`src/rtl/vga_pkg.sv`:
```
// Shared types for the VGA timing generator and the receive-side sync measurement block.
package vga_pkg;

    localparam int unsigned LOCK_CNT_W = 4;

    typedef enum logic [2:0] {
        HUNT,
        ACTIVE,
        FRONTPORCH,
        SYNC,
        BACKPORCH
    } vga_meas_state_t;

    typedef enum logic [1:0] {
        GEN_ACTIVE,
        GEN_FRONTPORCH,
        GEN_SYNC,
        GEN_BACKPORCH
    } vga_gen_state_t;

    // Saturating increment of the lock match counter
    function automatic logic [LOCK_CNT_W-1:0] lock_sat_inc(
        input logic [LOCK_CNT_W-1:0] cnt,
        input logic [LOCK_CNT_W-1:0] lim
    );
        return (cnt >= lim) ? lim : cnt + LOCK_CNT_W'(1);
    endfunction

endpackage

```
`src/rtl/vga_edge_sample.sv`:
```
// Enable-qualified previous-sample registers and rise/fall strobes for active and sync.
// Sync is normalised to an active-high level before edge detection.
module vga_edge_sample #(
    parameter bit sync_pol = 1'b1
) (
    input  logic clk,
    input  logic rst,
    input  logic enable,
    input  logic sync_in,
    input  logic active_in,
    output logic s_lvl_c_o,
    output logic a_lvl_c_o,
    output logic s_rise_c_o,
    output logic s_fall_c_o,
    output logic a_rise_c_o,
    output logic a_fall_c_o
);

    logic s_prev_q;
    logic a_prev_q;
    logic primed_q;
    logic valid_c;

    assign s_lvl_c_o = sync_in ~^ sync_pol;
    assign a_lvl_c_o = active_in;

    // First tick after reset only loads the previous-sample registers
    assign valid_c = enable & primed_q;

    assign s_rise_c_o = valid_c &  s_lvl_c_o & ~s_prev_q;
    assign s_fall_c_o = valid_c & ~s_lvl_c_o &  s_prev_q;
    assign a_rise_c_o = valid_c &  a_lvl_c_o & ~a_prev_q;
    assign a_fall_c_o = valid_c & ~a_lvl_c_o &  a_prev_q;

    always_ff @(posedge clk) begin
        if (rst) begin
            s_prev_q <= 1'b0;
            a_prev_q <= 1'b0;
            primed_q <= 1'b0;
        end else if (enable) begin
            s_prev_q <= s_lvl_c_o;
            a_prev_q <= a_lvl_c_o;
            primed_q <= 1'b1;
        end
    end

endmodule

```
`src/rtl/vga_sync_measure.sv`:
```
// Measures active / front porch / sync / back porch lengths of one axis of an incoming
// VGA timing stream, tracks position within the cycle and flags lock on stable timing.
module vga_sync_measure
    import vga_pkg::*;
#(
    parameter int unsigned max_len     = 1024,
    parameter int unsigned lock_cycles = 2,
    parameter int unsigned sync_pol    = 1,
    localparam int unsigned len_bit    = $clog2(max_len + 1),
    localparam int unsigned CNT_W      = len_bit + 2
) (
    input  logic               clk,
    input  logic               rst,
    input  logic               enable,
    input  logic               sync_in,
    input  logic               active_in,
    output logic [len_bit-1:0] active_len,
    output logic [len_bit-1:0] frontporch_len,
    output logic [len_bit-1:0] sync_len,
    output logic [len_bit-1:0] backporch_len,
    output logic [CNT_W-1:0]   counter,
    output logic               cycle,
    output logic               locked,
    output logic               error
);

    localparam logic [len_bit-1:0]    MAX_SEG  = len_bit'(max_len);
    localparam logic [LOCK_CNT_W-1:0] LOCK_TGT = LOCK_CNT_W'(lock_cycles);

    vga_meas_state_t state_q, state_d;

    logic [len_bit-1:0]    seg_cnt_q, seg_cnt_d;
    logic [CNT_W-1:0]      counter_q, counter_d;
    logic [len_bit-1:0]    act_len_q, act_len_d;
    logic [len_bit-1:0]    fp_len_q, fp_len_d;
    logic [len_bit-1:0]    sync_len_q, sync_len_d;
    logic [len_bit-1:0]    bp_len_q, bp_len_d;
    logic [len_bit-1:0]    prev_act_q, prev_act_d;
    logic [len_bit-1:0]    prev_fp_q, prev_fp_d;
    logic [len_bit-1:0]    prev_sync_q, prev_sync_d;
    logic [len_bit-1:0]    prev_bp_q, prev_bp_d;
    logic [LOCK_CNT_W-1:0] match_q, match_d;
    logic                  first_q, first_d;
    logic                  cycle_q, cycle_d;
    logic                  error_q, error_d;
    logic                  locked_q, locked_d;

    logic s_lvl_c, a_lvl_c;
    logic s_rise_c, s_fall_c, a_rise_c, a_fall_c;
    logic s_chg_c, a_chg_c;
    logic expect_c;
    logic match_all_c;
    logic [CNT_W-1:0] counter_inc_c;

    vga_edge_sample #(
        .sync_pol (sync_pol != 0)
    ) u_edge (
        .clk        (clk),
        .rst        (rst),
        .enable     (enable),
        .sync_in    (sync_in),
        .active_in  (active_in),
        .s_lvl_c_o  (s_lvl_c),
        .a_lvl_c_o  (a_lvl_c),
        .s_rise_c_o (s_rise_c),
        .s_fall_c_o (s_fall_c),
        .a_rise_c_o (a_rise_c),
        .a_fall_c_o (a_fall_c)
    );

    assign s_chg_c = s_rise_c | s_fall_c;
    assign a_chg_c = a_rise_c | a_fall_c;

    assign counter_inc_c = (counter_q == '1) ? counter_q : counter_q + CNT_W'(1);

    // Back porch length is still in seg_cnt at the moment the cycle completes
    assign match_all_c = (act_len_q  == prev_act_q)  &&
                         (fp_len_q   == prev_fp_q)   &&
                         (sync_len_q == prev_sync_q) &&
                         (seg_cnt_q  == prev_bp_q);

    // The one legal terminating edge for each segment; the other signal must be steady
    always_comb begin
        expect_c = 1'b0;
        case (state_q)
            ACTIVE:     expect_c = a_fall_c & ~s_chg_c & ~s_lvl_c;
            FRONTPORCH: expect_c = s_rise_c & ~a_chg_c & ~a_lvl_c;
            SYNC:       expect_c = s_fall_c & ~a_chg_c & ~a_lvl_c;
            BACKPORCH:  expect_c = a_rise_c & ~s_chg_c & ~s_lvl_c;
            default:    expect_c = 1'b0;
        endcase
    end

    always_comb begin
        state_d     = state_q;
        seg_cnt_d   = seg_cnt_q;
        counter_d   = counter_q;
        act_len_d   = act_len_q;
        fp_len_d    = fp_len_q;
        sync_len_d  = sync_len_q;
        bp_len_d    = bp_len_q;
        prev_act_d  = prev_act_q;
        prev_fp_d   = prev_fp_q;
        prev_sync_d = prev_sync_q;
        prev_bp_d   = prev_bp_q;
        match_d     = match_q;
        first_d     = first_q;
        locked_d    = locked_q;
        cycle_d     = 1'b0;
        error_d     = 1'b0;

        if (enable) begin
            if (state_q == HUNT) begin
                if (a_rise_c) begin
                    state_d   = ACTIVE;
                    seg_cnt_d = len_bit'(1);
                    counter_d = '0;
                    first_d   = 1'b1;
                end
            end else if (expect_c) begin
                seg_cnt_d = len_bit'(1);
                counter_d = counter_inc_c;
                case (state_q)
                    ACTIVE: begin
                        act_len_d = seg_cnt_q;
                        state_d   = FRONTPORCH;
                    end
                    FRONTPORCH: begin
                        fp_len_d = seg_cnt_q;
                        state_d  = SYNC;
                    end
                    SYNC: begin
                        sync_len_d = seg_cnt_q;
                        state_d    = BACKPORCH;
                    end
                    default: begin
                        bp_len_d    = seg_cnt_q;
                        state_d     = ACTIVE;
                        counter_d   = '0;
                        cycle_d     = 1'b1;
                        prev_act_d  = act_len_q;
                        prev_fp_d   = fp_len_q;
                        prev_sync_d = sync_len_q;
                        prev_bp_d   = seg_cnt_q;
                        if (first_q) begin
                            first_d = 1'b0;
                            match_d = '0;
                        end else if (match_all_c) begin
                            match_d = lock_sat_inc(match_q, LOCK_TGT);
                        end else begin
                            match_d = '0;
                        end
                        locked_d = (match_d == LOCK_TGT);
                    end
                endcase
            end else if (a_chg_c || s_chg_c || (seg_cnt_q == MAX_SEG)) begin
                // Unexpected edge or segment overrun: drop back to hunting, keep lengths
                state_d   = HUNT;
                error_d   = 1'b1;
                locked_d  = 1'b0;
                match_d   = '0;
                seg_cnt_d = '0;
            end else begin
                seg_cnt_d = seg_cnt_q + len_bit'(1);
                counter_d = counter_inc_c;
            end
        end
    end

    always_ff @(posedge clk) begin
        if (rst) begin
            state_q     <= HUNT;
            seg_cnt_q   <= '0;
            counter_q   <= '0;
            act_len_q   <= '0;
            fp_len_q    <= '0;
            sync_len_q  <= '0;
            bp_len_q    <= '0;
            prev_act_q  <= '0;
            prev_fp_q   <= '0;
            prev_sync_q <= '0;
            prev_bp_q   <= '0;
            match_q     <= '0;
            first_q     <= 1'b0;
            cycle_q     <= 1'b0;
            error_q     <= 1'b0;
            locked_q    <= 1'b0;
        end else begin
            state_q     <= state_d;
            seg_cnt_q   <= seg_cnt_d;
            counter_q   <= counter_d;
            act_len_q   <= act_len_d;
            fp_len_q    <= fp_len_d;
            sync_len_q  <= sync_len_d;
            bp_len_q    <= bp_len_d;
            prev_act_q  <= prev_act_d;
            prev_fp_q   <= prev_fp_d;
            prev_sync_q <= prev_sync_d;
            prev_bp_q   <= prev_bp_d;
            match_q     <= match_d;
            first_q     <= first_d;
            cycle_q     <= cycle_d;
            error_q     <= error_d;
            locked_q    <= locked_d;
        end
    end

    assign active_len     = act_len_q;
    assign frontporch_len = fp_len_q;
    assign sync_len       = sync_len_q;
    assign backporch_len  = bp_len_q;
    assign counter        = counter_q;
    assign cycle          = cycle_q;
    assign locked         = locked_q;
    assign error          = error_q;

endmodule

```
`config.mk`:
```
export PLATFORM = sky130hd
export DESIGN_NAME = vga_sync_measure
export DESIGN_NICKNAME = d
export VERILOG_FILES = /design/src/rtl/vga_pkg.sv /design/src/rtl/vga_edge_sample.sv /design/src/rtl/vga_sync_measure.sv
export SDC_FILE = /design/constraint.sdc
export NUM_CORES = 1
export LEC_CHECK = 0
export ABC_AREA = 1
export BUFFER_PORTS_ARGS = -buffer_cell sky130_fd_sc_hd__buf_4
export CAP_MARGIN = 40
export CORE_ASPECT_RATIO = 1.25
export CORE_MARGIN = 2
export CORE_UTILIZATION = 35
export CTS_BUF_LIST = sky130_fd_sc_hd__clkbuf_16
export CTS_CLUSTER_DIAMETER = 40
export DETAILED_ROUTE_END_ITERATION = 12
export GPL_TIMING_DRIVEN = 0
export PLACE_DENSITY = 0.64
export SLEW_MARGIN = 40
export SYNTH_ARGS = -nofsm -noshare
export SYNTH_HDL_FRONTEND = slang
export SYNTH_SLANG_ARGS = --single-unit
```
`constraint.sdc`:
```
create_clock -name clk -period 1.66 [get_ports clk]
set_input_delay 0.166 -clock clk [delete_from_list [all_inputs] [get_ports clk]]
set_output_delay 0.166 -clock clk [all_outputs]
set_load 0.01 [all_outputs]
```
Yosys cells after proc, flatten, opt, wreduce, memory -nomap -nowiden
Index checks and enable logic that the tools add are counted.

storage, ports and cells
  output and inout port bits = 60
  input port bits = 5
  bits in registers = 115
  logic and storage cells = 122

operators by class
  add/sub/neg operators = 3
  reductions and logical operators = 21
  $lt $le $gt $ge = 1
  mux-type cells = 35
  bitwise operators = 29
  eq/ne operators = 15

operators with widths
  kind                                                                                  count
  13-bit two-way mux                                                                    6
  11-bit equality test                                                                  4
  11-bit two-way mux                                                                    4
  4-bit two-way mux                                                                     10
  4-bit AND reduction                                                                   6
  1-bit bitwise AND                                                                     17
  13-bit by 1-bit adder with 13-bit output (second input constant)                      1
  13-bit equality test (second input constant)                                          1
  3-bit two-way mux                                                                     4
  11-bit by 1-bit adder with 11-bit output (second input constant)                      1
  11-bit equality test (second input constant)                                          1
  1-bit inverter                                                                        10
  1-bit two-way mux                                                                     9
  3-bit one-hot mux with 3 select lines                                                 1
  4-bit OR reduction                                                                    2
  3-bit by 2-bit equality test with 1-bit output (second input constant)                2
  3-bit AND reduction                                                                   2
  4-bit by 1-bit adder with 4-bit output (second input constant)                        1
  4-bit by 2-bit equality test with 1-bit output (second input constant)                1
  4-bit by 2-bit greater-or-equal comparator with 1-bit output (second input constant)  1
  2-bit != test (second input constant)                                                 2
  1-bit one-hot mux with 4 select lines                                                 1
  2-bit nonzero test                                                                    2
  3-bit by 1-bit equality test with 1-bit output (second input constant)                1
  10 further kinds                                                                      14

Longest topological paths before layout
  depth after elaboration = 14
  gate-level depth with buffers = 14
  depth with buffers taken out = 14

Hierarchy
Synthesis repeated with hierarchy kept, for this count alone.

second synthesis, totals
  cell total of the unflattened synthesis = 779
  area, all modules = 5570.3 µm²

by module, submodules not included
  module            area an instance (µm²)  cells an instance  sequential area each (µm²)  times used
  vga_sync_measure  5406.4                  755                2242.2                      1
  vga_edge_sample   163.9                   24                 60.1                        1

Worst setup path before layout
Ideal clock, no wire load.

  kind = reg-to-reg
  start point = register counter_q[0], in the netlist counter[0]
  end point = register counter_q[10], in the netlist counter[10]
  required time = 1549 ps
  cell stages (with the launch flop) = 12
  arrival = 1723 ps
  setup time = 111 ps
  path slack = -173 ps
  path through = dfxtp_1 -> ha_1 -> nand2_1 -> nor3_1 -> nand3_1 -> nor2_1 -> nand2_1 -> nand3_1 -> or2_2 -> o21bai_1 -> inv_1 -> nor2_1

between the ends
  cells in the longest elaborated chain, start to end = 5

ends and longest elaborated chain
  element                                                                                  RTL line                                          RTL
  start: declaration                                                                       vga_sync_measure.sv:33                            logic [CNT_W-1:0] counter_q, counter_d;
  start signal: assignment                                                                 vga_sync_measure.sv:191                           counter_q <= counter_d;
  13-bit by 1-bit adder with 13-bit output / 13-bit equality test (equally long branches)  vga_sync_measure.sv:74                            assign counter_inc_c = (counter_q == '1) ? counter_q : counter_q + CNT_W'(1);
  13-bit two-way mux (*)                                                                   vga_sync_measure.sv:74
  13-bit two-way mux (on tied branches)                                                    vga_sync_measure.sv:156, vga_sync_measure.sv:123
  13-bit two-way mux (*)                                                                   vga_sync_measure.sv:120                           end else if (expect_c) begin
  13-bit two-way mux (*)                                                                   vga_sync_measure.sv:113                           if (state_q == HUNT) begin

Mark *: on every way between the ends. The rest lies on a longest branch, timed or not. The select of a mux whose other input is x is not followed.
A chain may end at the register's enable or synchronous reset.

Worst setup path after layout
  start point = register u_edge.primed_q
  end point = register fp_len_q[2], in the netlist frontporch_len[2]

between the ends
  cells in the longest elaborated chain, start to end = 9

ends and longest elaborated chain
  element                                             RTL line                                        RTL
  start: declaration                                  vga_edge_sample.sv:21                           logic primed_q;
  start signal: assignment                            vga_edge_sample.sv:39                           primed_q <= 1'b0;
  start signal: assignment                            vga_edge_sample.sv:43                           primed_q <= 1'b1;
  1-bit bitwise AND (*)                               vga_edge_sample.sv:28                           assign valid_c = enable & primed_q;
  1-bit bitwise AND (on tied branches) (2 in series)  -
  1-bit bitwise OR (on tied branches)                 vga_sync_measure.sv:71, vga_sync_measure.sv:72
  1-bit inverter (on tied branches)                   -
  1-bit bitwise AND (on tied branches) (2 in series)  -
  1-bit one-hot mux with 4 select lines (*)           vga_sync_measure.sv:85                          case (state_q)
  4-bit AND reduction (no source line) (*)            -
  end signal: assignment                              vga_sync_measure.sv:193                         fp_len_q <= fp_len_d;
  end: declaration                                    vga_sync_measure.sv:35                          logic [len_bit-1:0] fp_len_q, fp_len_d;

Mark *: on every way between the ends. The rest lies on a longest branch, timed or not.

==> flow_summary.toml <==
[final_layout]
nNetsFinal = 887
antenna_cells = 0
seq_area_sq_um = 2330
multi_input_area_sq_um = 3230
fillers = 1333
drive_gt1_share_pct = 35.2
syn_to_final_growth_pct = 48.6

[sta]
tightest_slew_ns = 0.759
fin_ws_ns = -0.212
setup-tns-final_ns = -13.06
fin_crit_sh_pct = 113
hold_ws_ns = 0.0259
clock_skew_ns = 0.00975
relSlewSlack_pct = 49.4
setup_viol = 110
rsz0062_at_grt = "yes"
fin_crit_ns = 1.87
max_freq_mhz = 534
finalMaxSlewViolations = 0
final-hold-violation-count = 0

[synth]
netlist-cell-type-count = 35
synth_compound_area_share_pct = 16.2
ys.warnings.count = 0
synth_seq_cells = 115
postSynth.topFlopCell = "dfxtp_1"
synth_top_area_cell = "dfxtp_1"
synth-simple-area-share_pct = 25.7
async_flop_share_pct = 0
synth_area_sq_um = 5360
synth_top_family_by_area = "simple AND/OR/NAND/NOR gates"
synthCells = 745
synth_edf_count = 0
ys_seq_area_share_pct = 43.0
synth_area_per_cell_sq_um = 7.19
synth_fp_nets = 755
synthAdderAreaFrac_pct = 1.17
synth_top_area_share_pct = 43.0
synth-xor-area-share_pct = 5.56
synth_area_leaders = "dfxtp_1 43%, nand2_1 9.5%, nor2_1 8.8%, a21oi_1 5.6%, o21ai_0 5.5%"
synth.area.mux_share_pct = 0

[floorplan]
initial_utilization_pct = 35.8
die_area_sq_um = 16300
design.core.area_sq_um = 15000
pin_count = 65
rows = 50
die_y_microns = 142
die_x_microns = 115

[clocking]
h-tree-depth = 4
tritoncts = "built"
clk_path_buf_depth = 2
clock_latency_ns = 0.43
cts_made_buffers = 17
cts.reportedPaths.clkPinSlew_ns = 0.06
clkSinkCount = 115
hold_buffers = 0
cts_root_buffer = "clkbuf_16"

[setup_path]
cp-start-kind = "flop"
path_max_fanout = 6
crit_path_end_kind = "flop"
worstPathCellList = "nand2_4 -> nor2_4 -> buf_4 -> nor3_2 -> nand3_2 -> nand2_4 -> inv_8 -> nor3_4 -> buf_6 -> o21ai_1 -> a21oi_1"
max_stage_delay_ns = 0.33
worstPathArrival_ns = 2.23
cpMostUsedCell = "nand2_4"
critPathSlowestCell = "dfxtp_2"
worstSetupPathType = "flop to flop"
crit_required_ns = 2.02

[grt]
grt_pass1_vias = 4916
grt_max_degree = 17
overflow = 0
grt.total_usage_pct = 19.1
antenna_found_initial = 0
grt_first_pass_wirelength_microns = 24400

[placed_design]
numPortBuffers = 62
dp_slack_ns = -0.412
place_congestion = 0.828
dpl.hpwl_microns = 10400

[detailed_routing]
firstDrtPassIters = 5
ant_nets = 0
drc_errors = 0
wirelength_microns = 16500
via_per_inst = 5.01
wire_per_inst_microns = 15.4
drtIter0Drc = 326
routed-via-count = 5370

[run]
cap_violations = 0

[status]
status = "finished, violations left"
violations = "setup timing"

[power]
ir_drop_v = 0.000567
powerDensity_nw_per_um2 = 875
p_leak_nw = 3.37

[worst_hold_path]
worstHoldPathType = "input port to flop"
## metal layers
metal	vias to the layer above	track usage, %	routed length [microns]
met5	-	0	0
met4	0	6.87	301
met3	25	4.56	790
met2	123	33.6	8610
met1	2531	22.6	6780
li1	2691	-	-
## worst max-delay path, delay by kind of cell, from the launching register on
kind / cells / cell delay [ns]
AND/OR/NAND/NOR: 6 / 0.87
buffers and inverters: 3 / 0.38
flip-flops: 1 / 0.33
AO/OA/AOI/OAI: 2 / 0.20
## layout by cell type, fill, tap and decap left out, types with 11 or more instances in the layout
cell / instances
nand2_2: 17
nor2_1: 84
xnor2_1: 27
o21ai_1: 22
a211oi_2: 16
clkbuf_16: 19
buf_4: 94
inv_1: 67
nand2_1: 113
nand2_4: 13
nand3_1: 20
buf_6: 22
a21oi_1: 51
dfxtp_1: 104
a211oi_1: 13
nor2_2: 18
clkbuf_1: 11
nor2_4: 26
o21ai_0: 35
## power by group
| part | internal [mW] | leakage, nW | switching, mW |
|---|---|---|---|
| registers | 2.77 | 0.933 | 0.0231 |
| clock network | 2.37 | 0.290 | 1.43 |
| logic | 0.127 | 2.15 | 0.242 |
| total | 5.27 | 3.37 | 1.69 |
## cells by family (layout without fill, tap and decap cells)
group,count (synthesis),count (layout)
DFF,115,115
AOI/OAI and AO/OA,156,156
buffers and inverters,109,253
and+or+nand+nor,326,327
adders and majority gates,5,5
xor gates and xnor gates,34,34
## state kept, by name (all words and copies together), names as in the netlist, 11 cells and up
signal and cells:
counter 13, active_len 11, frontporch_len 11, prev_act_q 11, prev_bp_q 11, prev_fp_q 11
prev_sync_q 11, seg_cnt_q 11, sync_len 11
## path summary, 6_finish.rpt
kind | from | to | slack, ns | cells past startpoint
max reg2reg | u_edge.primed_q | frontporch_len[2] | -0.21 | 11
max | u_edge.primed_q | frontporch_len[2] | -0.21 | 11
min reg2reg | match_q[3] | match_q[3] | 0.45 | 2
min | enable | u_edge.a_prev_q | 0.03 | 2
## cells in the mapped netlist, types with 4 or more instances
| master | instances |
|---|---|
| xor2_1 | 7 |
| nor3_1 | 14 |
| nand3_1 | 28 |
| inv_1 | 78 |
| nand2_1 | 135 |
| nand2_2 | 6 |
| nor2_1 | 125 |
| o21ai_0 | 59 |
| buf_2 | 9 |
| a21oi_1 | 60 |
| a211oi_1 | 29 |
| nand4_1 | 6 |
| ha_1 | 5 |
| clkbuf_1 | 14 |
| dfxtp_1 | 115 |
| buf_4 | 4 |
| xnor2_1 | 27 |
## area by class of cell
type / count / area share [%]
Timing Repair Buffer: 113 / 12.3
Buffer: 27 / 3.33
Tap cell: 182 / 2.86
Clock buffer: 17 / 5.34
Sequential cell: 115 / 29.2
Multi-Input combinational cell: 522 / 40.6
Clock inverter: 15 / 2.31
Inverter: 81 / 4.04
## what timing repair did
action	CTS	global route
resized for setup	133	141
buffers inserted	31	12
pin swaps	26	20
cloned	6	3
endpoints found under the setup margin	111	110
## stage by stage
| step | total power, mW | instances | utilization, % | area, sq um |
|---|---|---|---|---|
| finish | 6.97 | 1072 | 53.2 | 7960 |
| global route | 7.13 | 1072 | 53.2 | 7960 |
| CTS | 6.94 | 1058 | 49.1 | 7330 |
| detailed placement | 3.09 | 989 | 40.5 | 6060 |
| global placement | 3.09 | 989 | 40.5 | 6060 |
| floorplan | 3.01 | 745 | - | 5370 |
Note: power is estimated with default switching activity, not from simulation.
